$ cat config.mk
export PLATFORM = sky130hd
export DESIGN_NAME = stream_arbiter
export DESIGN_NICKNAME = d
export VERILOG_FILES = /design/src/rtl/cc_stream_pkg.sv /design/src/rtl/rr_arbiter.sv /design/src/rtl/stream_arbiter.sv
export SDC_FILE = /design/constraint.sdc
export NUM_CORES = 1
export LEC_CHECK = 0
export CAP_MARGIN = 20
export CORE_MARGIN = 1
export CORE_UTILIZATION = 36
export CTS_CLUSTER_DIAMETER = 80
export DETAILED_ROUTE_END_ITERATION = 8
export PLACE_DENSITY = 0.75
export SLEW_MARGIN = 25
export SYNTH_ARGS = -nofsm -noshare
export SYNTH_HDL_FRONTEND = slang
export SYNTH_HIERARCHICAL = 1
export SYNTH_SLANG_ARGS = --single-unit
$ cat constraint.sdc
create_clock -name clk -period 1.2 [get_ports clk]
set_input_delay 0.24 -clock clk [delete_from_list [all_inputs] [get_ports clk]]
set_output_delay 0.24 -clock clk [all_outputs]
set_load 0.02 [all_outputs]
$ cat src/rtl/cc_stream_pkg.sv
// cc_stream_pkg: shared stream types, eot bit indices and arbiter states
package cc_stream_pkg;
  typedef logic [1:0] eot_t;
  localparam int EOT_ROW = 0;
  localparam int EOT_FRAME = 1;
  typedef enum logic {S_IDLE, S_LOCKED} state_t;
endpackage

$ cat src/rtl/rr_arbiter.sv
// rr_arbiter: combinational round-robin pick, searching from last_grant+1 with wrap
module rr_arbiter #(
  parameter int N_REQ = 2
) (
  input  logic [N_REQ-1:0]         req,
  input  logic [$clog2(N_REQ)-1:0] last_grant,
  output logic [$clog2(N_REQ)-1:0] grant,
  output logic                     any_req
);
  localparam int IW = $clog2(N_REQ);
  logic [IW-1:0] idx;
  // Walk farthest-first so the nearest requester after last_grant wins.
  always_comb begin
    grant = '0;
    idx = '0;
    any_req = |req;
    for (int k = N_REQ; k >= 1; k--) begin
      idx = IW'((int'(last_grant) + k) % N_REQ);
      if (req[idx]) grant = idx;
    end
  end
endmodule

$ cat src/rtl/stream_arbiter.sv
// stream_arbiter: round-robin merge of N_REQ valid/ready/eot streams, grant held until eot[LOCK_LEVEL]
module stream_arbiter
  import cc_stream_pkg::*;
#(
  parameter int W_DATA = 8,
  parameter int N_REQ = 2,
  parameter int LOCK_LEVEL = EOT_FRAME
) (
  input  logic                      clk,
  input  logic                      rst,
  input  logic [N_REQ-1:0]          din_valid,
  output logic [N_REQ-1:0]          din_ready,
  input  logic [N_REQ*W_DATA-1:0]   din_data,
  input  logic [N_REQ*2-1:0]        din_eot,
  output logic                      dout_valid,
  input  logic                      dout_ready,
  output logic [W_DATA-1:0]         dout_data,
  output logic [1:0]                dout_eot,
  output logic [$clog2(N_REQ)-1:0]  dout_grant
);
  localparam int IW = $clog2(N_REQ);
  state_t state_q, state_d;
  logic [IW-1:0] grant_q, grant_d, last_q, last_d, arb_idx, dout_grant_q, dout_grant_d;
  logic [W_DATA-1:0] dout_data_q, dout_data_d, beat_data;
  eot_t dout_eot_q, dout_eot_d, beat_eot;
  logic dout_valid_q, dout_valid_d, beat_valid, any_req, can_take, ld, rel;

  rr_arbiter #(.N_REQ(N_REQ)) u_rr (
    .req       (din_valid),
    .last_grant(last_q),
    .grant     (arb_idx),
    .any_req   (any_req)
  );

  always_comb begin
    beat_data = '0;
    beat_eot = '0;
    beat_valid = 1'b0;
    can_take = state_q == S_LOCKED && (!dout_valid_q || dout_ready);
    din_ready = '0;
    for (int i = 0; i < N_REQ; i++) begin
      if (grant_q == IW'(i)) begin
        beat_data = din_data[i*W_DATA +: W_DATA];
        beat_eot = din_eot[i*2 +: 2];
        beat_valid = din_valid[i];
        din_ready[i] = can_take;
      end
    end
    ld = can_take && beat_valid;
    rel = ld && beat_eot[LOCK_LEVEL];
    state_d = state_q == S_IDLE ? (any_req ? S_LOCKED : S_IDLE) : (rel ? S_IDLE : S_LOCKED);
    grant_d = state_q == S_IDLE && any_req ? arb_idx : grant_q;
    last_d = rel ? grant_q : last_q;
    dout_valid_d = ld || (dout_valid_q && !dout_ready);
    dout_data_d = ld ? beat_data : dout_data_q;
    dout_eot_d = ld ? beat_eot : dout_eot_q;
    dout_grant_d = ld ? grant_q : dout_grant_q;
  end

  // last_q resets to the top index so the first search begins at requester 0.
  always_ff @(posedge clk) begin
    if (rst) begin
      state_q <= S_IDLE;
      grant_q <= '0;
      last_q <= IW'(N_REQ - 1);
      dout_valid_q <= 1'b0;
      dout_data_q <= '0;
      dout_eot_q <= '0;
      dout_grant_q <= '0;
    end else begin
      state_q <= state_d;
      grant_q <= grant_d;
      last_q <= last_d;
      dout_valid_q <= dout_valid_d;
      dout_data_q <= dout_data_d;
      dout_eot_q <= dout_eot_d;
      dout_grant_q <= dout_grant_d;
    end
  end

  assign dout_valid = dout_valid_q;
  assign dout_data = dout_data_q;
  assign dout_eot = dout_eot_q;
  assign dout_grant = dout_grant_q;
endmodule

### Yosys cells after proc, flatten, opt, wreduce, memory -nomap -nowiden

Index checks and enable logic that the tools add are counted.

| word-level totals | value |
|---|---|
| bits in registers | 15 |
| input bits | 25 |
| logic and storage cells | 36 |

| operators by class | value |
|---|---|
| add/sub/neg operators | 2 |
| $lt $le $gt $ge | 2 |
| mux-type cells | 14 |
| bitwise logic cells | 1 |
| reduce and logical (&&, ||, !) cells | 10 |

Operator list:

| kind | count |
|---|---|
| $mux 1 | 12 |
| $mux 8 | 1 |
| $logic_and 1x1->1 | 5 |
| $lt 1x2->1 const B | 2 |
| $add 1x1->1 const B | 2 |
| $logic_not 1->1 | 2 |
| $logic_or 1x1->1 | 2 |
| $mux 2 | 1 |
| $reduce_or 2->1 | 1 |
| $not 1->1 | 1 |

### Depth between registers and ports, before layout

Gate-level depths: netlist (run 1).

| depth | value |
|---|---|
| depth after elaboration | 7 |
| mapped depth | 5 |
| mapped depth without buffers | 4 |

### By module

The synthesis (run 1) kept the hierarchy.

Modules (own cells, without submodules):

| module | instances | cells each | area each (µm²) |
|---|---|---|---|
| stream_arbiter | 1 | 78 | 803.3 |
| rr_arbiter | 1 | 2 | 13.8 |

### Worst setup path before layout (run 1)

No wires, ideal clock.

| timing path | value |
|---|---|
| path type | register -> output |
| start | reg dout_valid_q (netlist: dout_valid) |
| end | out din_ready[0] |
| arrival time | 1.194 ns |
| required time | 0.960 ns |
| slack | -0.234 ns |
| stages on the path, launching flop included | 5 |
| buffers on the path | 1 |
| cells stage by stage | dfxtp_1 nand2b_1 clkbuf_1 nand2_1 nor2_1 |

| between the ends | value |
|---|---|
| word-level cells in the longest chain between the ends | 4 |

Ends and longest elaborated chain:

| what | RTL line | source |
|---|---|---|
| start, declared | stream_arbiter.sv:26 | `logic dout_valid_q, dout_valid_d, beat_valid, any_req, can_take, ld, rel;` |
| start signal, assigned | stream_arbiter.sv:74 | `dout_valid_q <= dout_valid_d;` |
| $logic_not 1->1 | stream_arbiter.sv:39 | `can_take = state_q == S_LOCKED && (!dout_valid_q \|\| dout_ready);` |
| $logic_or 1x1->1 | stream_arbiter.sv:39 |  |
| $logic_and 1x1->1 | stream_arbiter.sv:39 |  |
| $mux 1 | stream_arbiter.sv:42 | `if (grant_q == IW'(i)) begin` |
| end, declared | stream_arbiter.sv:12 | `output logic [N_REQ-1:0] din_ready,` |

No other way between the ends.

### Worst setup path after layout (run 1)

| timing path | value |
|---|---|
| start | reg grant_q |
| end | reg dout_data_q[1] (netlist: dout_data[1]) |

| between the ends | value |
|---|---|
| word-level cells in the longest chain between the ends | 2 |
| elaborated cells on any way between the ends | 3 |
| classes of those cells | mux (2); reduce/logical (1) |

Ends and longest elaborated chain:

| what | RTL line | source |
|---|---|---|
| start, declared | stream_arbiter.sv:23 | `logic [IW-1:0] grant_q, grant_d, last_q, last_d, arb_idx, dout_grant_q, dout_grant_d;` |
| start signal, assigned | stream_arbiter.sv:72 | `grant_q <= grant_d;` |
| $mux 1 | stream_arbiter.sv:42 |  |
| $logic_and 1x1->1 | stream_arbiter.sv:49 | `ld = can_take && beat_valid;` |
| end signal, assigned | stream_arbiter.sv:75 | `dout_data_q <= dout_data_d;` |
| end, declared | stream_arbiter.sv:24 | `logic [W_DATA-1:0] dout_data_q, dout_data_d, beat_data;` |

Several ways; a longest one is shown, not always the timed one.
A chain may end at the register's enable or synchronous reset.

==> flow_summary_export.csv, run 1 <==
group,metric,value,unit
outcome,status,"complete, but fails checks",
outcome,violations,"negative setup slack",
floorplan,ioPinCount,39,
power,p_seq_share,40.9,%
critical_path,critPathSlowestCell,"dfxtp_4",
cells_and_area,design_area,0.00150,mm^2
timing,drv_slew,0,
power,power.switching,0.478,mW
critical_path,critical_path.max_stage_delay,0.41,ns
timing,finalHoldViolCount,0,
cells_and_area,area_growth,83.0,%
floorplan,core-area,0.00204,mm^2
power,power.static_leakage,0.546,nW
synth,synth_xor_area_share,0,%
cells_and_area,insertedDiodeCount,0,
cts,cts_setup_buffers,0,
detailed_routing,vias,824,
cells_and_area,layout_common_cells,"21 x clkdlybuf4s50_1, 11 x mux2i_1, 10 x a211oi_2",
timing,fmax,788,MHz
cts,numCtsBuffers,3,
critical_path,arrival,1.48,ns
placement,placed_area,0.00130,mm^2
cts,h-tree-depth,1,
detailed_routing,routedWlPerCell,16.2,um
critical_path,critPathRequiredTime,1.41,ns
worst_hold_path,hp-class,"reg -> reg",
placement,routabilityCongestion,0.714,
placement,io_buffers,38,
synth,synth_fp_nets,105,
detailed_routing,viasPerCell,5.35,
cts,cts_tree,"yes",
cells_and_area,multi_input_area,634,um^2
cts,clk_pin_slew,0.10,ns
timing,fin_crit_sh,106,%
synth,synth_top_family_by_area,"compound AO/OA/AOI/OAI gates",
synth,yosysUniqueCellTypes,25,
global_routing,grt_pass1_vias,893,
critical_path,worst-path-max-fanout,6,
timing,period_minus_slack,1.27,ns
cells_and_area,drive_above_1_share,51.2,%
floorplan,fp.dieH,49.6,um
cells_and_area,final_util,73.2,%
synth,seq_area_frac_synth,36.8,%
synth,synth_cells,80,
power,internal_power,0.964,mW
placement,hpwl,1660,um
detailed_routing,detail-route-antenna-nets,0,
timing,rsz0062_at_grt,"yes",
timing,slew-limit-headroom,82.6,%
timing,tightest_slew,0.260,ns
floorplan,die_w,49.6,um
synth,ys_ff_latch,15,
cts,cts_root_buf,"clkbuf_4",
cts,cts_buffer_depth,2,
synth,synth_area,817,um^2
power,pwr-share-comb,37.9,%
cells_and_area,fin_nets,153,
cells_and_area,final_common_cell,"clkdlybuf4s50_1",
global_routing,grt_usage,21.5,%
timing,fin_hold_ws,0.486,ns
timing,fin_ws,-0.0688,ns
synth,synth-compound-area-share,28.3,%
global_routing,grt_pass1_wl,4020,um
global_routing,grt_max_degree,17,
synth,synthAdderAreaFrac,0,%
cts,clock_latency,0.29,ns
detailed_routing,dr.pass1.iters,4,
critical_path,end_kind,"flop",
timing,tns,-0.671,ns
timing,clock_skew,0.00594,ns
critical_path,path_cells,"mux2_4, and3_4, a211oi_2",
critical_path,crit_type,"reg -> reg",
power,power.share.clock,21.1,%
detailed_routing,drt-total-wl,2500,um
power,p_per_area,964,mW/mm^2
synth,synth.area.mux_share,16.7,%
floorplan,dieArea,0.00246,mm^2
synth,syn_area_per_cell,10.2,um^2
power,ir_worst_vdd,0.733,mV
cts,cts.sinks,15,
power,swShare,33.1,%
flow_run,drv_cap,0,
floorplan,rows,16,
synth,yosys.area_share.simple,10.4,%
synth,yosysWarnings,6,
floorplan,start_util,40.0,%
timing,finalSetupViolCount,13,
critical_path,start_kind,"flop",
global_routing,antenna_found_initial,0,
global_routing,overflow,0,
cells_and_area,seqCellArea,310,um^2
cells_and_area,fillers,161,
detailed_routing,drt_iter0_drc,12,
detailed_routing,drcViolationCount,0,
## worst paths after layout
check                      startpoint  depth (start not counted)  slack (ns)                        end
max              grant_q$_SDFFE_PP0P_                          3       -0.07  dout_data[1]$_SDFFE_PP0P_
min          dout_eot[1]$_SDFFE_PP0P_                          2        0.49   dout_eot[1]$_SDFFE_PP0P_
max reg2reg      grant_q$_SDFFE_PP0P_                          3       -0.07  dout_data[1]$_SDFFE_PP0P_
min reg2reg  dout_eot[1]$_SDFFE_PP0P_                          2        0.49   dout_eot[1]$_SDFFE_PP0P_
## sequential cells by signal (all words and copies together), names as in the netlist
| register | count |
|---|---|
| dout_data | 8 |
| dout_eot | 2 |
| dout_grant | 1 |
| dout_valid | 1 |
| grant_q | 1 |
| last_q | 1 |
| state_q | 1 |
## critical path, delay by kind of cell, from the launching register on
| kind | cells | cell delay [ns] |
|---|---|---|
| flip-flops | 1 | 0.41 |
| AND/OR/NAND/NOR | 1 | 0.23 |
| multiplexers | 1 | 0.37 |
| AO/OA/AOI/OAI | 1 | 0.18 |
## cells in the mapped netlist
master,number,share of area [%]
mux2_2,1,1.4
nand3_1,1,0.61
buf_6,2,2.8
o32ai_1,1,1.1
a211oi_1,1,0.92
mux2i_1,11,13
and3_1,2,1.5
mux2_4,1,1.8
nor2_1,4,1.8
nor3b_1,1,0.92
a31oi_1,10,7.7
inv_1,2,0.92
buf_4,1,0.92
buf_2,3,1.8
a221oi_2,1,1.8
a211oi_2,10,15
a21oi_1,1,0.61
a21boi_0,1,0.92
clkbuf_1,3,1.4
and3_4,1,1.4
nand2_1,4,1.8
dfxtp_1,15,37
nand2b_1,1,0.77
or2_1,1,0.77
nor2b_1,1,0.77
## cell families after synthesis
logic type             Yosys count
and+or+nand+nor                 16
DFF                             15
AOI/OAI and AO/OA               25
buffers and inverters           11
muxes                           13
## power by group through the flow
stage,Clock (mW),Sequential (mW),Combinational [mW]
floorplan,0,0.613,0.227
global placement,0,0.583,0.459
detailed placement,0,0.583,0.470
CTS,0.311,0.586,0.523
global route,0.345,0.596,0.580
finish,0.305,0.590,0.547
## per-layer routing
| metal | wire, um | vias to the layer above | share of wire, % | track usage [%] |
|---|---|---|---|---|
| li1 | - | 397 | - | - |
| met1 | 1170 | 397 | 47 | 24.1 |
| met2 | 1230 | 28 | 49 | 39.4 |
| met3 | 97 | 2 | 3.9 | 3.70 |
| met4 | 8 | 0 | 0.32 | 9.05 |
| met5 | 0 | - | 0 | 0 |
## final cells by class
class	count	share of cell area [%]
multi-input cells	55	42.4
repair buffers	51	32.3
flip-flops and latches	15	20.8
well taps	27	2.26
clock buffers	4	1.76
inverters	2	0.502
## per-stage QoR
step / instances / total power [mW] / setup slack (ns)
6_report: 154 / 1.44 / -0.0688
5_1_grt: 154 / 1.52 / -0.116
4_1_cts: 154 / 1.42 / -0.0712
3_5_place_dp: 149 / 1.05 / -0.700
3_3_place_gp: 149 / 1.04 / -0.680
2_1_floorplan: 80 / 0.840 / -0.0710
## what timing repair did
item,CTS,global route
gates cloned,1,0
gates resized for setup,73,12
setup endpoints to repair,28,20
pin swaps,10,0
hold buffers,0,0
Note: power is estimated with default switching activity, not from simulation.
==> run 2, diff against run 1 <==
Settings changed: SKIP_LAST_GASP set to 1.
==> run 2 against run 1 <==
  * Flip-flop and latch count stayed put
  * Utilization is 0.37 points lower
  * Critical path depth stayed put
  * Register-to-register slack about the same
  * Die area unchanged
  * Count of clock-buffer cells in the layout unchanged
  * Total power down 0.18%
  * Non-clock buffer count unchanged
  * The flow still finishes with violations (negative setup slack)
==> flow_summary_export.csv, run 2 (synthesis gave the netlist of run 1 again) <==
group,metric,value,unit
placement,pre_cts_ws,-0.700,ns
cts,cts.sinks,15,
floorplan,start_util,40.0,%
cells_and_area,drive_above_1_share,50.4,%
cts,clk_pin_slew,0.10,ns
floorplan,core-area,0.00204,mm^2
cells_and_area,fin_cells,154,
power,p_per_area,967,mW/mm^2
placement,io_buffers,38,
outcome,violations,"negative setup slack",
timing,tightest_slew,0.260,ns
power,power.static_leakage,0.546,nW
worst_hold_path,hp-class,"reg -> reg",
global_routing,grt_pass1_vias,893,
timing,fin_ws,-0.0688,ns
detailed_routing,drcViolationCount,0,
power,ir_worst_vdd,0.733,mV
critical_path,crit_type,"reg -> reg",
floorplan,ioPinCount,39,
global_routing,overflow,0,
detailed_routing,routedWlPerCell,16.2,um
cells_and_area,layout_common_cells,"21 x clkdlybuf4s50_1, 11 x mux2i_1, 10 x a211oi_2, 10 x dfxtp_1, 9 x a31oi_4",
cells_and_area,final_common_cell,"clkdlybuf4s50_1",
cells_and_area,insertedDiodeCount,0,
flow_run,drv_cap,0,
timing,rsz0062_at_grt,"yes",
timing,period_minus_slack,1.27,ns
floorplan,die_w,49.6,um
detailed_routing,detail-route-antenna-nets,0,
cts,clock_latency,0.29,ns
global_routing,grt_pass1_wl,4020,um
critical_path,end_kind,"flop",
cts,cts_root_buf,"clkbuf_4",
cts,cts_buffer_depth,2,
placement,dp_cells,149,
placement,hpwl,1660,um
timing,fmax,788,MHz
critical_path,arrival,1.48,ns
cells_and_area,fin_nets,153,
timing,finalSetupViolCount,13,
global_routing,grt_usage,21.5,%
critical_path,worst-path-max-fanout,6,
timing,drv_slew,0,
critical_path,critPathRequiredTime,1.41,ns
worst_hold_path,min_path_cells,2,
detailed_routing,vias,825,
detailed_routing,viasPerCell,5.36,
detailed_routing,dr.pass1.iters,4,
cts,h-tree-depth,1,
outcome,status,"complete, but fails checks",
detailed_routing,drt-total-wl,2500,um
floorplan,fp.dieH,49.6,um
timing,finalHoldViolCount,0,
cts,numCtsBuffers,3,
timing,fin_crit_sh,106,%
critical_path,r2r_cells,3,
cells_and_area,fillers,162,
critical_path,start_kind,"flop",
global_routing,grt_max_degree,17,
timing,slew-limit-headroom,82.6,%
detailed_routing,drt_iter0_drc,12,
placement,routabilityCongestion,0.714,
floorplan,rows,16,
cts,cts_tree,"yes",
cells_and_area,largest_register_ffs,8,
global_routing,antenna_found_initial,0,
power,totalPowerFinal,1.44,mW
cells_and_area,area_growth,82.1,%
floorplan,dieArea,0.00246,mm^2
timing,tns,-0.666,ns
timing,clock_skew,0.00596,ns
## run 2: cell count changes in the layout (fill, tap and decap cells not counted), sizes merged
cell           previous run  this run
clkdlybuf4s15             5         4
clkbuf                    7         8
## run 2: stage by stage
stage,area [um^2],hold slack (ns),util [%]
floorplan,842,0.446,-
global placement,1300,0.449,63.7
detailed placement,1300,0.464,63.7
CTS,1460,0.479,71.4
global route,1490,0.503,72.9
finish,1490,0.486,72.9
## run 2: critical path, cell delays in order (launching register included)
cell and delay, ns:
dfxtp_4 0.41, mux2_4 0.37, and3_4 0.23, a211oi_2 0.18
## run 2: repair_timing
| item | CTS | global route |
|---|---|---|
| pin swaps | 10 | 0 |
| endpoints found under the setup margin | 28 | 20 |
| gates cloned | 1 | 0 |
| hold buffers | 0 | 0 |
| endpoints found under the hold margin | 0 | 0 |
| resized for setup | 72 | 12 |
| setup buffers | 0 | 0 |
## run 2: per-layer routing
metal | global-route usage [%] | wire, um
met5 | 0 | 0
met4 | 9.05 | 8
met3 | 3.70 | 95
met2 | 39.4 | 1230
met1 | 24.1 | 1170
## run 2: power by group
group	switching [mW]	internal, mW
sequential	0.0449	0.544
combinational	0.257	0.288
clock	0.176	0.129
total	0.478	0.961
## run 2: final timing paths
| kind | start | end | slack [ns] |
|---|---|---|---|
| hold reg to reg | dout_eot[1]$_SDFFE_PP0P_ | dout_eot[1]$_SDFFE_PP0P_ | 0.49 |
| setup / recovery | grant_q$_SDFFE_PP0P_ | dout_data[1]$_SDFFE_PP0P_ | -0.07 |
| setup reg to reg | grant_q$_SDFFE_PP0P_ | dout_data[1]$_SDFFE_PP0P_ | -0.07 |
| hold / removal | dout_eot[1]$_SDFFE_PP0P_ | dout_eot[1]$_SDFFE_PP0P_ | 0.49 |
## run 2: layout make-up
| type | instances | area [um^2] | area share [%] |
|---|---|---|---|
| multi-input combinational | 55 | 634 | 42.6 |
| clock buffer | 4 | 26.3 | 1.77 |
| tap | 27 | 33.8 | 2.27 |
| timing repair buffer | 51 | 477 | 32.0 |
| sequential | 15 | 309 | 20.8 |
| inverter | 2 | 7.51 | 0.505 |
